### src/rtl/fib_request_scheduler_if.sv
// Requester-side handshake bundle for fib_request_scheduler: job requests in,
// one-hot grants and results back out.
interface fib_request_scheduler_if #(
  parameter int NREQ = 4
);
  logic [NREQ-1:0]   req_valid;
  logic [NREQ*5-1:0] req_n;
  logic [NREQ-1:0]   req_ready;
  logic [NREQ-1:0]   rsp_valid;
  logic [NREQ-1:0]   rsp_ready;
  logic [15:0]       rsp_data;
  logic              rsp_err;

  modport master (
    output req_valid, req_n, rsp_ready,
    input  req_ready, rsp_valid, rsp_data, rsp_err
  );

  modport slave (
    input  req_valid, req_n, rsp_ready,
    output req_ready, rsp_valid, rsp_data, rsp_err
  );
endinterface

### src/rtl/fib_request_scheduler.sv
// Round-robin scheduler sharing one fibonacci calculator between NREQ requesters:
// arbitrates, range-checks, sequences clear/launch/wait and returns the result.
module fib_request_scheduler #(
  parameter int NREQ    = 4,
  parameter int MAX_N   = 24,
  parameter int TIMEOUT = 63
) (
  input  logic                          clk,
  input  logic                          reset_n,
  fib_request_scheduler_if.slave        bus,
  output logic                          busy,
  output logic                          calc_reset,
  output logic                          calc_begin,
  output logic [4:0]                    calc_input_s,
  input  logic                          calc_done,
  input  logic [15:0]                   calc_out
);

  localparam int IW = $clog2(NREQ);
  localparam int TW = $clog2(TIMEOUT + 1);

  typedef enum logic [2:0] {
    S_IDLE    = 3'd0,
    S_CLEAR   = 3'd1,
    S_LAUNCH  = 3'd2,
    S_WAIT    = 3'd3,
    S_RESPOND = 3'd4
  } state_e;

  state_e          state_q, state_d;
  logic [IW-1:0]   rr_q, rr_d;
  logic [IW-1:0]   gnt_q, gnt_d;
  logic [4:0]      n_q, n_d;
  logic [TW-1:0]   timer_q, timer_d;
  logic [NREQ-1:0] rsp_valid_q, rsp_valid_d;
  logic [15:0]     rsp_data_q, rsp_data_d;
  logic            rsp_err_q, rsp_err_d;
  logic            calc_reset_q, calc_reset_d;
  logic            calc_begin_q, calc_begin_d;
  logic [4:0]      calc_input_s_q, calc_input_s_d;
  logic            busy_q, busy_d;

  logic            arb_found_s;
  logic [IW-1:0]   arb_idx_s;
  logic [IW:0]     arb_cand_s;
  logic [IW:0]     rr_inc_s;
  logic [IW-1:0]   rr_next_s;
  logic [4:0]      arb_n_s;
  logic            arb_bad_s;
  logic [NREQ-1:0] req_ready_s;

  function automatic logic [NREQ-1:0] onehot(input logic [IW-1:0] idx);
    logic [NREQ-1:0] v;
    for (int i = 0; i < NREQ; i++) begin
      v[i] = (idx == IW'(i));
    end
    return v;
  endfunction

  // Round-robin arbiter: first requester at or after the pointer, wrapping.
  always_comb begin
    arb_found_s = 1'b0;
    arb_idx_s   = '0;
    arb_cand_s  = '0;
    for (int k = 0; k < NREQ; k++) begin
      arb_cand_s = {1'b0, rr_q} + (IW+1)'(k);
      if (arb_cand_s >= (IW+1)'(NREQ)) begin
        arb_cand_s = arb_cand_s - (IW+1)'(NREQ);
      end else begin
        arb_cand_s = arb_cand_s;
      end
      if (!arb_found_s && bus.req_valid[arb_cand_s[IW-1:0]]) begin
        arb_found_s = 1'b1;
        arb_idx_s   = arb_cand_s[IW-1:0];
      end else begin
        arb_found_s = arb_found_s;
      end
    end
    rr_inc_s = {1'b0, arb_idx_s} + (IW+1)'(1);
    if (rr_inc_s >= (IW+1)'(NREQ)) begin
      rr_next_s = '0;
    end else begin
      rr_next_s = rr_inc_s[IW-1:0];
    end
    arb_n_s   = bus.req_n[5*int'(arb_idx_s) +: 5];
    arb_bad_s = (arb_n_s == 5'd0) || (arb_n_s > 5'(MAX_N));
  end

  // Job sequencer: next state and next values of every registered output.
  always_comb begin
    state_d        = state_q;
    rr_d           = rr_q;
    gnt_d          = gnt_q;
    n_d            = n_q;
    timer_d        = timer_q;
    rsp_valid_d    = rsp_valid_q;
    rsp_data_d     = rsp_data_q;
    rsp_err_d      = rsp_err_q;
    calc_reset_d   = calc_reset_q;
    calc_begin_d   = 1'b0;
    calc_input_s_d = calc_input_s_q;
    req_ready_s    = '0;

    case (state_q)
      S_IDLE: begin
        calc_reset_d = 1'b1;
        if (arb_found_s && reset_n) begin
          req_ready_s = onehot(arb_idx_s);
          gnt_d       = arb_idx_s;
          n_d         = arb_n_s;
          rr_d        = rr_next_s;
          if (arb_bad_s) begin
            state_d     = S_RESPOND;
            rsp_valid_d = onehot(arb_idx_s);
            rsp_data_d  = 16'd0;
            rsp_err_d   = 1'b1;
          end else begin
            state_d = S_CLEAR;
          end
        end else begin
          state_d = S_IDLE;
        end
      end
      S_CLEAR: begin
        state_d        = S_LAUNCH;
        calc_reset_d   = 1'b0;
        calc_begin_d   = 1'b1;
        calc_input_s_d = n_q;
        timer_d        = '0;
      end
      S_LAUNCH: begin
        state_d = S_WAIT;
      end
      S_WAIT: begin
        // A done arriving on the final timer cycle still counts as a good result.
        if (calc_done) begin
          state_d      = S_RESPOND;
          rsp_valid_d  = onehot(gnt_q);
          rsp_data_d   = calc_out;
          rsp_err_d    = 1'b0;
          calc_reset_d = 1'b1;
        end else if (timer_q == TW'(TIMEOUT - 1)) begin
          state_d      = S_RESPOND;
          rsp_valid_d  = onehot(gnt_q);
          rsp_data_d   = 16'd0;
          rsp_err_d    = 1'b1;
          calc_reset_d = 1'b1;
        end else begin
          timer_d = timer_q + TW'(1);
        end
      end
      S_RESPOND: begin
        calc_reset_d = 1'b1;
        if (bus.rsp_ready[gnt_q]) begin
          state_d     = S_IDLE;
          rsp_valid_d = '0;
        end else begin
          state_d = S_RESPOND;
        end
      end
      default: begin
        state_d      = S_IDLE;
        rsp_valid_d  = '0;
        calc_reset_d = 1'b1;
      end
    endcase

    busy_d = (state_d != S_IDLE);
  end

  // State and output registers with synchronous active-low reset.
  always_ff @(posedge clk) begin
    if (!reset_n) begin
      state_q        <= S_IDLE;
      rr_q           <= '0;
      gnt_q          <= '0;
      n_q            <= 5'd0;
      timer_q        <= '0;
      rsp_valid_q    <= '0;
      rsp_data_q     <= 16'd0;
      rsp_err_q      <= 1'b0;
      calc_reset_q   <= 1'b1;
      calc_begin_q   <= 1'b0;
      calc_input_s_q <= 5'd0;
      busy_q         <= 1'b0;
    end else begin
      state_q        <= state_d;
      rr_q           <= rr_d;
      gnt_q          <= gnt_d;
      n_q            <= n_d;
      timer_q        <= timer_d;
      rsp_valid_q    <= rsp_valid_d;
      rsp_data_q     <= rsp_data_d;
      rsp_err_q      <= rsp_err_d;
      calc_reset_q   <= calc_reset_d;
      calc_begin_q   <= calc_begin_d;
      calc_input_s_q <= calc_input_s_d;
      busy_q         <= busy_d;
    end
  end

  assign bus.req_ready = req_ready_s;
  assign bus.rsp_valid = rsp_valid_q;
  assign bus.rsp_data  = rsp_data_q;
  assign bus.rsp_err   = rsp_err_q;
  assign busy          = busy_q;
  assign calc_reset    = calc_reset_q;
  assign calc_begin    = calc_begin_q;
  assign calc_input_s  = calc_input_s_q;

endmodule

### src/flat_wrapper.sv
// flat-port wrapper written by rule: the top's interface ports become plain ports
module fib_request_scheduler_flat 
#(
  parameter int NREQ    = 4,
  parameter int MAX_N   = 24,
  parameter int TIMEOUT = 63
)
  (clk, reset_n, busy, calc_reset, calc_begin, calc_input_s, calc_done, calc_out, bus_req_valid, bus_req_n, bus_rsp_ready, bus_req_ready, bus_rsp_valid, bus_rsp_data, bus_rsp_err);
  fib_request_scheduler_if #(.NREQ(NREQ)) bus_i ();
  input  logic clk;
  input  logic reset_n;
  output logic busy;
  output logic calc_reset;
  output logic calc_begin;
  output logic [4:0] calc_input_s;
  input  logic calc_done;
  input  logic [15:0] calc_out;
  input wire logic [$bits(bus_i.req_valid)-1:0] bus_req_valid;
  input wire logic [$bits(bus_i.req_n)-1:0] bus_req_n;
  input wire logic [$bits(bus_i.rsp_ready)-1:0] bus_rsp_ready;
  output wire logic [$bits(bus_i.req_ready)-1:0] bus_req_ready;
  output wire logic [$bits(bus_i.rsp_valid)-1:0] bus_rsp_valid;
  output wire logic [$bits(bus_i.rsp_data)-1:0] bus_rsp_data;
  output wire logic [$bits(bus_i.rsp_err)-1:0] bus_rsp_err;
  assign bus_i.req_valid = bus_req_valid;
  assign bus_i.req_n = bus_req_n;
  assign bus_i.rsp_ready = bus_rsp_ready;
  assign bus_req_ready = bus_i.req_ready;
  assign bus_rsp_valid = bus_i.rsp_valid;
  assign bus_rsp_data = bus_i.rsp_data;
  assign bus_rsp_err = bus_i.rsp_err;
  fib_request_scheduler #(.NREQ(NREQ), .MAX_N(MAX_N), .TIMEOUT(TIMEOUT)) u_core (.clk(clk), .reset_n(reset_n), .bus(bus_i), .busy(busy), .calc_reset(calc_reset), .calc_begin(calc_begin), .calc_input_s(calc_input_s), .calc_done(calc_done), .calc_out(calc_out));
endmodule
### config.mk
export PLATFORM = sky130hd
export DESIGN_NAME = fib_request_scheduler_flat
export DESIGN_NICKNAME = d
export VERILOG_FILES = /design/src/rtl/fib_request_scheduler_if.sv /design/src/rtl/fib_request_scheduler.sv /design/src/flat_wrapper.sv
export SDC_FILE = /design/constraint.sdc
export NUM_CORES = 1
export LEC_CHECK = 0
export CORE_MARGIN = 2
export CORE_UTILIZATION = 38
export DETAILED_ROUTE_END_ITERATION = 10
export PLACE_DENSITY = 0.7
export SKIP_CTS_REPAIR_TIMING = 1
export SLEW_MARGIN = 20
export SYNTH_ARGS = -nofsm -noshare
export SYNTH_HDL_FRONTEND = slang
export SYNTH_SLANG_ARGS = --single-unit
### constraint.sdc
create_clock -name clk -period 2.5 [get_ports clk]
set_input_delay 0.25 -clock clk [delete_from_list [all_inputs] [get_ports clk]]
set_output_delay 0.25 -clock clk [all_outputs]
set_load 0.01 [all_outputs]
Word-level counts from Yosys, hierarchy flattened:

Index checks and enable logic that the tools add are counted.

* register bits: 47
* bits of input ports: 47
* output and inout port bits: 33
* word-level logic and storage cells: 127

* $add $sub $neg: 9
* multipliers: 1
* $lt $le $gt $ge: 11
* equality and inequality tests: 17
* shift operators: 1
* mux-type cells: 53
* bitwise operators: 2
* reductions and logical operators: 21

Operators by type and width (count)
* 16-bit two-way mux: 4
* 16-bit one-hot mux with 2 select lines: 1
* 20-bit by 32-bit indexed part select with 5-bit output: 1
* 4-bit two-way mux: 7
* 2-bit two-way mux: 9
* 4-bit one-hot mux with 4 select lines: 1
* 2-bit by 3-bit less-than comparator with 1-bit output, second input constant: 5
* 1-bit two-way mux: 15
* 3-bit two-way mux: 5
* 3-bit one-hot mux with 5 select lines: 1
* 3-bit greater-or-equal comparator, second input constant: 4
* 6-bit two-way mux: 2
* 6-bit one-hot mux with 2 select lines: 1
* 1-bit binary-select mux with 2-bit select: 5
* 2-bit == test, second input constant: 4
* 2-bit by 1-bit subtractor with 2-bit output, second input constant: 4
* 2-bit by 1-bit adder with 3-bit output, second input constant: 2
* 2-bit by 2-bit adder with 3-bit output, second input constant: 2
* 6-bit by 1-bit adder with 6-bit output, second input constant: 1
* 3-bit by 2-bit == test with 1-bit output, second input constant: 2
* 6-bit == test, second input constant: 1
* 2-bit by 1-bit != test with 1-bit output, second input constant: 3
* 5-bit > comparator, second input constant: 1
* 5-bit zero test: 1
* 22 further kinds: 33

Longest topological paths before layout:

* word-level depth: 22
* depth in mapped cells: 10
* mapped depth without buffers: 9

Least setup slack after synthesis:

OpenSTA, ideal clock, no wires.

* path kind: register to register
* start: register u_core.rr_q[1]
* end: register u_core.rsp_data_q[10] (netlist: u_core.bus.rsp_data[10])
* library setup time: 0.117 ns
* arrival time: 2.381 ns
* required time: 2.383 ns
* slack: 0.002 ns
* stages on the path, launching flop included: 10
* buffers on the path: 1
* clock period less this slack: 2.498 ns
* cell sequence: dfxtp_1 mux2i_1 o2bb2ai_2 nor2_4 nand3_1 a222oi_1 mux2i_1 a211oi_4 buf_6 a22o_1

* cells in the longest elaborated chain, start to end: 20
* elaborated cells on any way between the ends: 46
* those cells by class: add/sub: 7; mul: 1; order compare: 5; eq/ne: 2; shift: 1; mux: 20; reduce/logical: 10

RTL lines
* start, declared: line fib_request_scheduler.sv:31 `logic [IW-1:0] rr_q, rr_d;`
* start signal, assigned: line fib_request_scheduler.sv:188 `rr_q <= rr_d;`
* parallel branches: the longest is 13 deep, another holds 2-bit by 1-bit adder with 3-bit output
* 2-bit two-way mux (*): line fib_request_scheduler.sv:72 `if (!arb_found_s && bus.req_valid[arb_cand_s[IW-1:0]]) begin`
* via u_core.arb_idx_s[0]: line fib_request_scheduler.sv:44 `logic [IW-1:0] arb_idx_s;`
* 3-bit by 2-bit multiplier with 5-bit output (*): line fib_request_scheduler.sv:85 `arb_n_s = bus.req_n[5*int'(arb_idx_s) +: 5];`
* 20-bit by 32-bit indexed part select with 5-bit output (*): line fib_request_scheduler.sv:85
* 5-bit > comparator or 5-bit zero test (tied branches): line fib_request_scheduler.sv:86 `arb_bad_s = (arb_n_s == 5'd0) || (arb_n_s > 5'(MAX_N));`
* 1-bit logical OR (*): line fib_request_scheduler.sv:86
* 2-bit by 1-bit != test with 1-bit output (no source line) (*)
* 4-bit AND reduction (no source line) (*)
* end signal, assigned: line fib_request_scheduler.sv:193 `rsp_data_q <= rsp_data_d;`
* end, declared: line fib_request_scheduler.sv:36 `logic [15:0] rsp_data_q, rsp_data_d;`

Mark *: on every way through the listed nets, which the timed path passes. The select of a mux whose other input is x is not followed.
A chain may end at the register's enable or synchronous reset.

Final worst setup path:

* start: input port bus_req_valid[3]
* end: register u_core.rsp_data_q[12] (netlist: u_core.bus.rsp_data[12])

* cells in the longest elaborated chain, start to end: 18
* elaborated cells on any way between the ends: 31
* those cells by class: mul: 1; order compare: 1; eq/ne: 2; shift: 1; mux: 16; reduce/logical: 10

RTL lines
* start, declared: line flat_wrapper.sv:18 `input wire logic [$bits(bus_i.req_valid)-1:0] bus_req_valid;`
* 1-bit binary-select mux with 2-bit select: line fib_request_scheduler.sv:72
* 1-bit two-way mux (not written as such): line fib_request_scheduler.sv:72
* 1-bit two-way mux: line fib_request_scheduler.sv:72
* 1-bit zero test: line fib_request_scheduler.sv:72
* 1-bit logical AND: line fib_request_scheduler.sv:72
* 1-bit two-way mux: line fib_request_scheduler.sv:72
* 1-bit zero test: line fib_request_scheduler.sv:72
* 1-bit logical AND: line fib_request_scheduler.sv:72
* (+3 left out)
* 2-bit two-way mux (*): line fib_request_scheduler.sv:72
* via u_core.arb_idx_s[0]: line fib_request_scheduler.sv:44
* 3-bit by 2-bit multiplier with 5-bit output (*): line fib_request_scheduler.sv:85
* 20-bit by 32-bit indexed part select with 5-bit output (*): line fib_request_scheduler.sv:85
* 5-bit > comparator or 5-bit zero test (tied branches): line fib_request_scheduler.sv:86
* 1-bit logical OR (*): line fib_request_scheduler.sv:86
* 2-bit by 1-bit != test with 1-bit output (no source line) (*)
* 4-bit AND reduction (no source line) (*)

Mark *: on every way through the listed nets, which the timed path passes. The rest lies on a longest branch. The select of a mux whose other input is x is not followed.

==> summary.md <==
| Metric | Value |
|---|---|
| Max-slew headroom | 62.1% |
| Fin crit period | 2430 ps |
| First-pass GRT wire length | 8980 µm |
| Crit-path max FO | 16 |
| Critical Path AT | 2620 ps |
| Number of synthesized register bits | 47 |
| Most used DFF post-synth | dfxtp_1 |
| Synth Net Count | 314 |
| Total vias in the final route | 2,297 |
| Max-slew violations | 0 |
| Vias in the first global route | 2,127 |
| Largest net degree at the start of global routing | 20 |
| Hold Path Class | flip-flop to flip-flop |
| # diodes | 0 |
| Final Hold Vio Count | 0 |
| Die width | 82.1 µm |
| Peak supply drop | 0.539 mV |
| RR Startpoint | u_core.rr_q[1] |
| Max Cap Violations | 0 |
| Async S/R FF share, synth | 0% |
| Area Overhead vs Synth | 54.2% |
| Outcome | completed |
| Row Count | 28 |
| Layout Nets | 425 |
| Clock Sinks | 47 |
| Crit. Startpoint | bus_req_valid[3] |
| Worst Max-Slew Pin Slew | 567 ps |
| DR WL/cell | 13.1 µm |
| Drt pass-1 iters | 4 |
| Crit-path max cell delay | 470 ps |
| PortBufs | 79 |
| Achievable Freq | 412 MHz |
| Setup repair after global routing missed its margin | yes |
| Worst setup EP type | flip-flop |
| Post-DRT Antenna Nets | 0 |
| Die height | 82.1 µm |
| Dominant cells by area after synthesis | dfxtp_1 41%, a22o_1 7.2%, nand3_1 6.5%, mux2i_1 4.8%, nand2_1 4.4% |
| Critical path's slowest cell | clkdlybuf4s50_1 |
| Pwr Density | 807 mW/mm² |
| CP startpoint kind | primary input |
| Layout cell share with drive strength beyond 1 | 20.9% |
| Initial antenna violation count | 0 |
| Clock Path Buffers | 2 |
| Leak Pwr | 1.50 nW |
| Drt total wl | 5850 µm |
| Util after Layout | 60.3% |
| Clk Latency, worst-skew pair | 290 ps |
| Req. time, crit path | 2690 ps |
| H-tree depth | 2 |
| CTS buffer count | 5 |
| Ys Warns | 0 |
| Core ar. | 0.00592 mm² |
| GRT Total Usage | 16.9% |
| Critical-path cell list | clkdlybuf4s50_1, inv_1, o2bb2ai_2, nor2_4, buf_6, nand3_2, a222oi_1, buf_4, mux2i_1, buf_4, a211oi_4, buf_12, a22o_1 |
| Most used cell, CP | buf_4 |
| EDFF count, synth | 0 |
| Routability cong. | 0.883 |
| DR iter-0 viols | 110 |
| Clock root buffer | clkbuf_8 |
| HP Start | u_core.bus.rsp_valid[2] |
| Clock Skews | 3.64 ps |
| Fin crit share | 97.2% |
| Final setup violation count | 0 |
| Residual DRC | 0 |
| Final HPWL DP | 4550 µm |
| # IOs | 80 |
| Synth cell types | 46 |
| Starting Density | 39.1% |
| CTS tree | yes |
| Count of mapped cells out of synthesis | 261 |
| Most frequent cell after synthesis | dfxtp_1 |
| Grt ovf | 0 |
| Top-area cell type share of the netlist area | 40.6% |
| Syn_area_per_cell | 8.87 µm² |
| Clock-pin slew on the worst setup and hold paths | 90 ps |
| List of most frequent post-synthesis cells | 47 x dfxtp_1, 30 x nand3_1, 27 x nand2_1 |
| DR vias/cell | 5.13 |
| Setup Crit Path Kind | primary input to flip-flop |
| Post-synth top area cell | dfxtp_1 |
| Sequential area share after synthesis | 40.6% |
| Fin Hold WS | 460 ps |
| Die area | 0.00674 mm² |
| Syn Std Cell Area | 0.00232 mm² |
[registers in the layout, indices dropped and copies added, names as in the netlist]
| register | count |
|---|---|
| u_core.calc_reset | 1 |
| u_core.calc_begin | 1 |
| u_core.calc_input_s | 5 |
| u_core.gnt_q | 2 |
| u_core.bus.rsp_err | 1 |
| u_core.state_q | 3 |
| u_core.n_q | 5 |
| u_core.bus.rsp_data | 16 |
| u_core.rr_q | 2 |
| u_core.busy | 1 |
| u_core.timer_q | 6 |
| u_core.bus.rsp_valid | 4 |
[where the power goes]
group | total, mW | switching [mW] | internal (mW)
Combinational | 1.41 | 0.641 | 0.764
Sequential | 1.03 | 0.133 | 0.896
Clock | 0.448 | 0.254 | 0.195
Total | 2.88 | 1.03 | 1.86
[cells by family (layout without fill, tap and decap cells)]
group | count (synthesis) | in the layout | synth area share (%)
AND/OR/NAND/NOR | 107 | 107 | 22.5
AO/OA/AOI/OAI | 65 | 65 | 21.2
flip-flops | 47 | 47 | 40.6
buffers and inverters | 21 | 133 | 5.62
multiplexers | 12 | 12 | 5.73
adder cells (fa/ha/maj) | 6 | 6 | 3.24
XOR/XNOR | 3 | 3 | 1.13
[path summary, 6_finish.rpt]
| check | endpoint | slack, ps | cells after the start |
|---|---|---|---|
| worst min-delay path | u_core.bus.rsp_valid[2] | 460 | 2 |
| worst max register to register | u_core.bus.rsp_data[12] | 80 | 12 |
| worst max-delay path | u_core.bus.rsp_data[12] | 70 | 13 |
| worst min register to register | u_core.bus.rsp_valid[2] | 460 | 2 |
[cell type report]
class / count / area, µm²
clock buffers: 5 / 68.8
flip-flops and latches: 47 / 945
clock inverters: 3 / 20.0
fillers: 539 / 2350
repair buffers: 118 / 1120
multi-input cells: 193 / 1300
inverters: 7 / 28.8
well taps: 75 / 93.8
[metrics by stage]
stage | cells | worst slack (ps) | total power, mW | instance area (µm²) | TNS (ps)
2_1_floorplan | 261 | 2.44 | 1.79 | 2320 | 0
3_3_place_gp | 433 | -653 | 2.30 | 3340 | -14230
3_5_place_dp | 433 | -740 | 2.33 | 3340 | -15970
4_1_cts | 441 | -552 | 2.78 | 3430 | -8970
5_1_grt | 448 | -92.4 | 3.08 | 3570 | -1420
6_report | 448 | 70.8 | 2.88 | 3570 | 0
[critical path: cells and delay by family]
family          cells  cell delay (ps)
compound gates      4              770
simple gates        2              230
mux                 1              170
buf+inv             6             1190
[per-layer routing]
metal / track usage, % / routed length [µm] / share of wire, %
met5: 0 / 0 / 0
met2: 30.5 / 2770 / 47
met4: 4.33 / 79 / 1.3
met1: 19.7 / 2520 / 43
met3: 4.62 / 490 / 8.4
[layout by cell type, fill, tap and decap left out, types with 2 or more instances in the layout]
cell             instances
a21oi_1                  6
a22o_1                  19
a31o_2                   4
a31oi_1                  3
and3_1                   5
buf_4                   37
clkbuf_8                 5
clkdlybuf4s50_1         72
clkinvlp_4               2
dfxtp_1                 46
dlymetal6s2s_1           7
ha_1                     6
inv_1                    5
mux2i_1                 10
nand2_1                 27
nand2b_1                 4
nand3_1                 28
nand3_2                  2
nand4_1                  3
nor2_1                  21
nor3_1                   6
o21ai_0                 14
o21ai_1                  4
o21ai_2                  3
xor2_1                   3
Power figures use the tool's default switching activity.
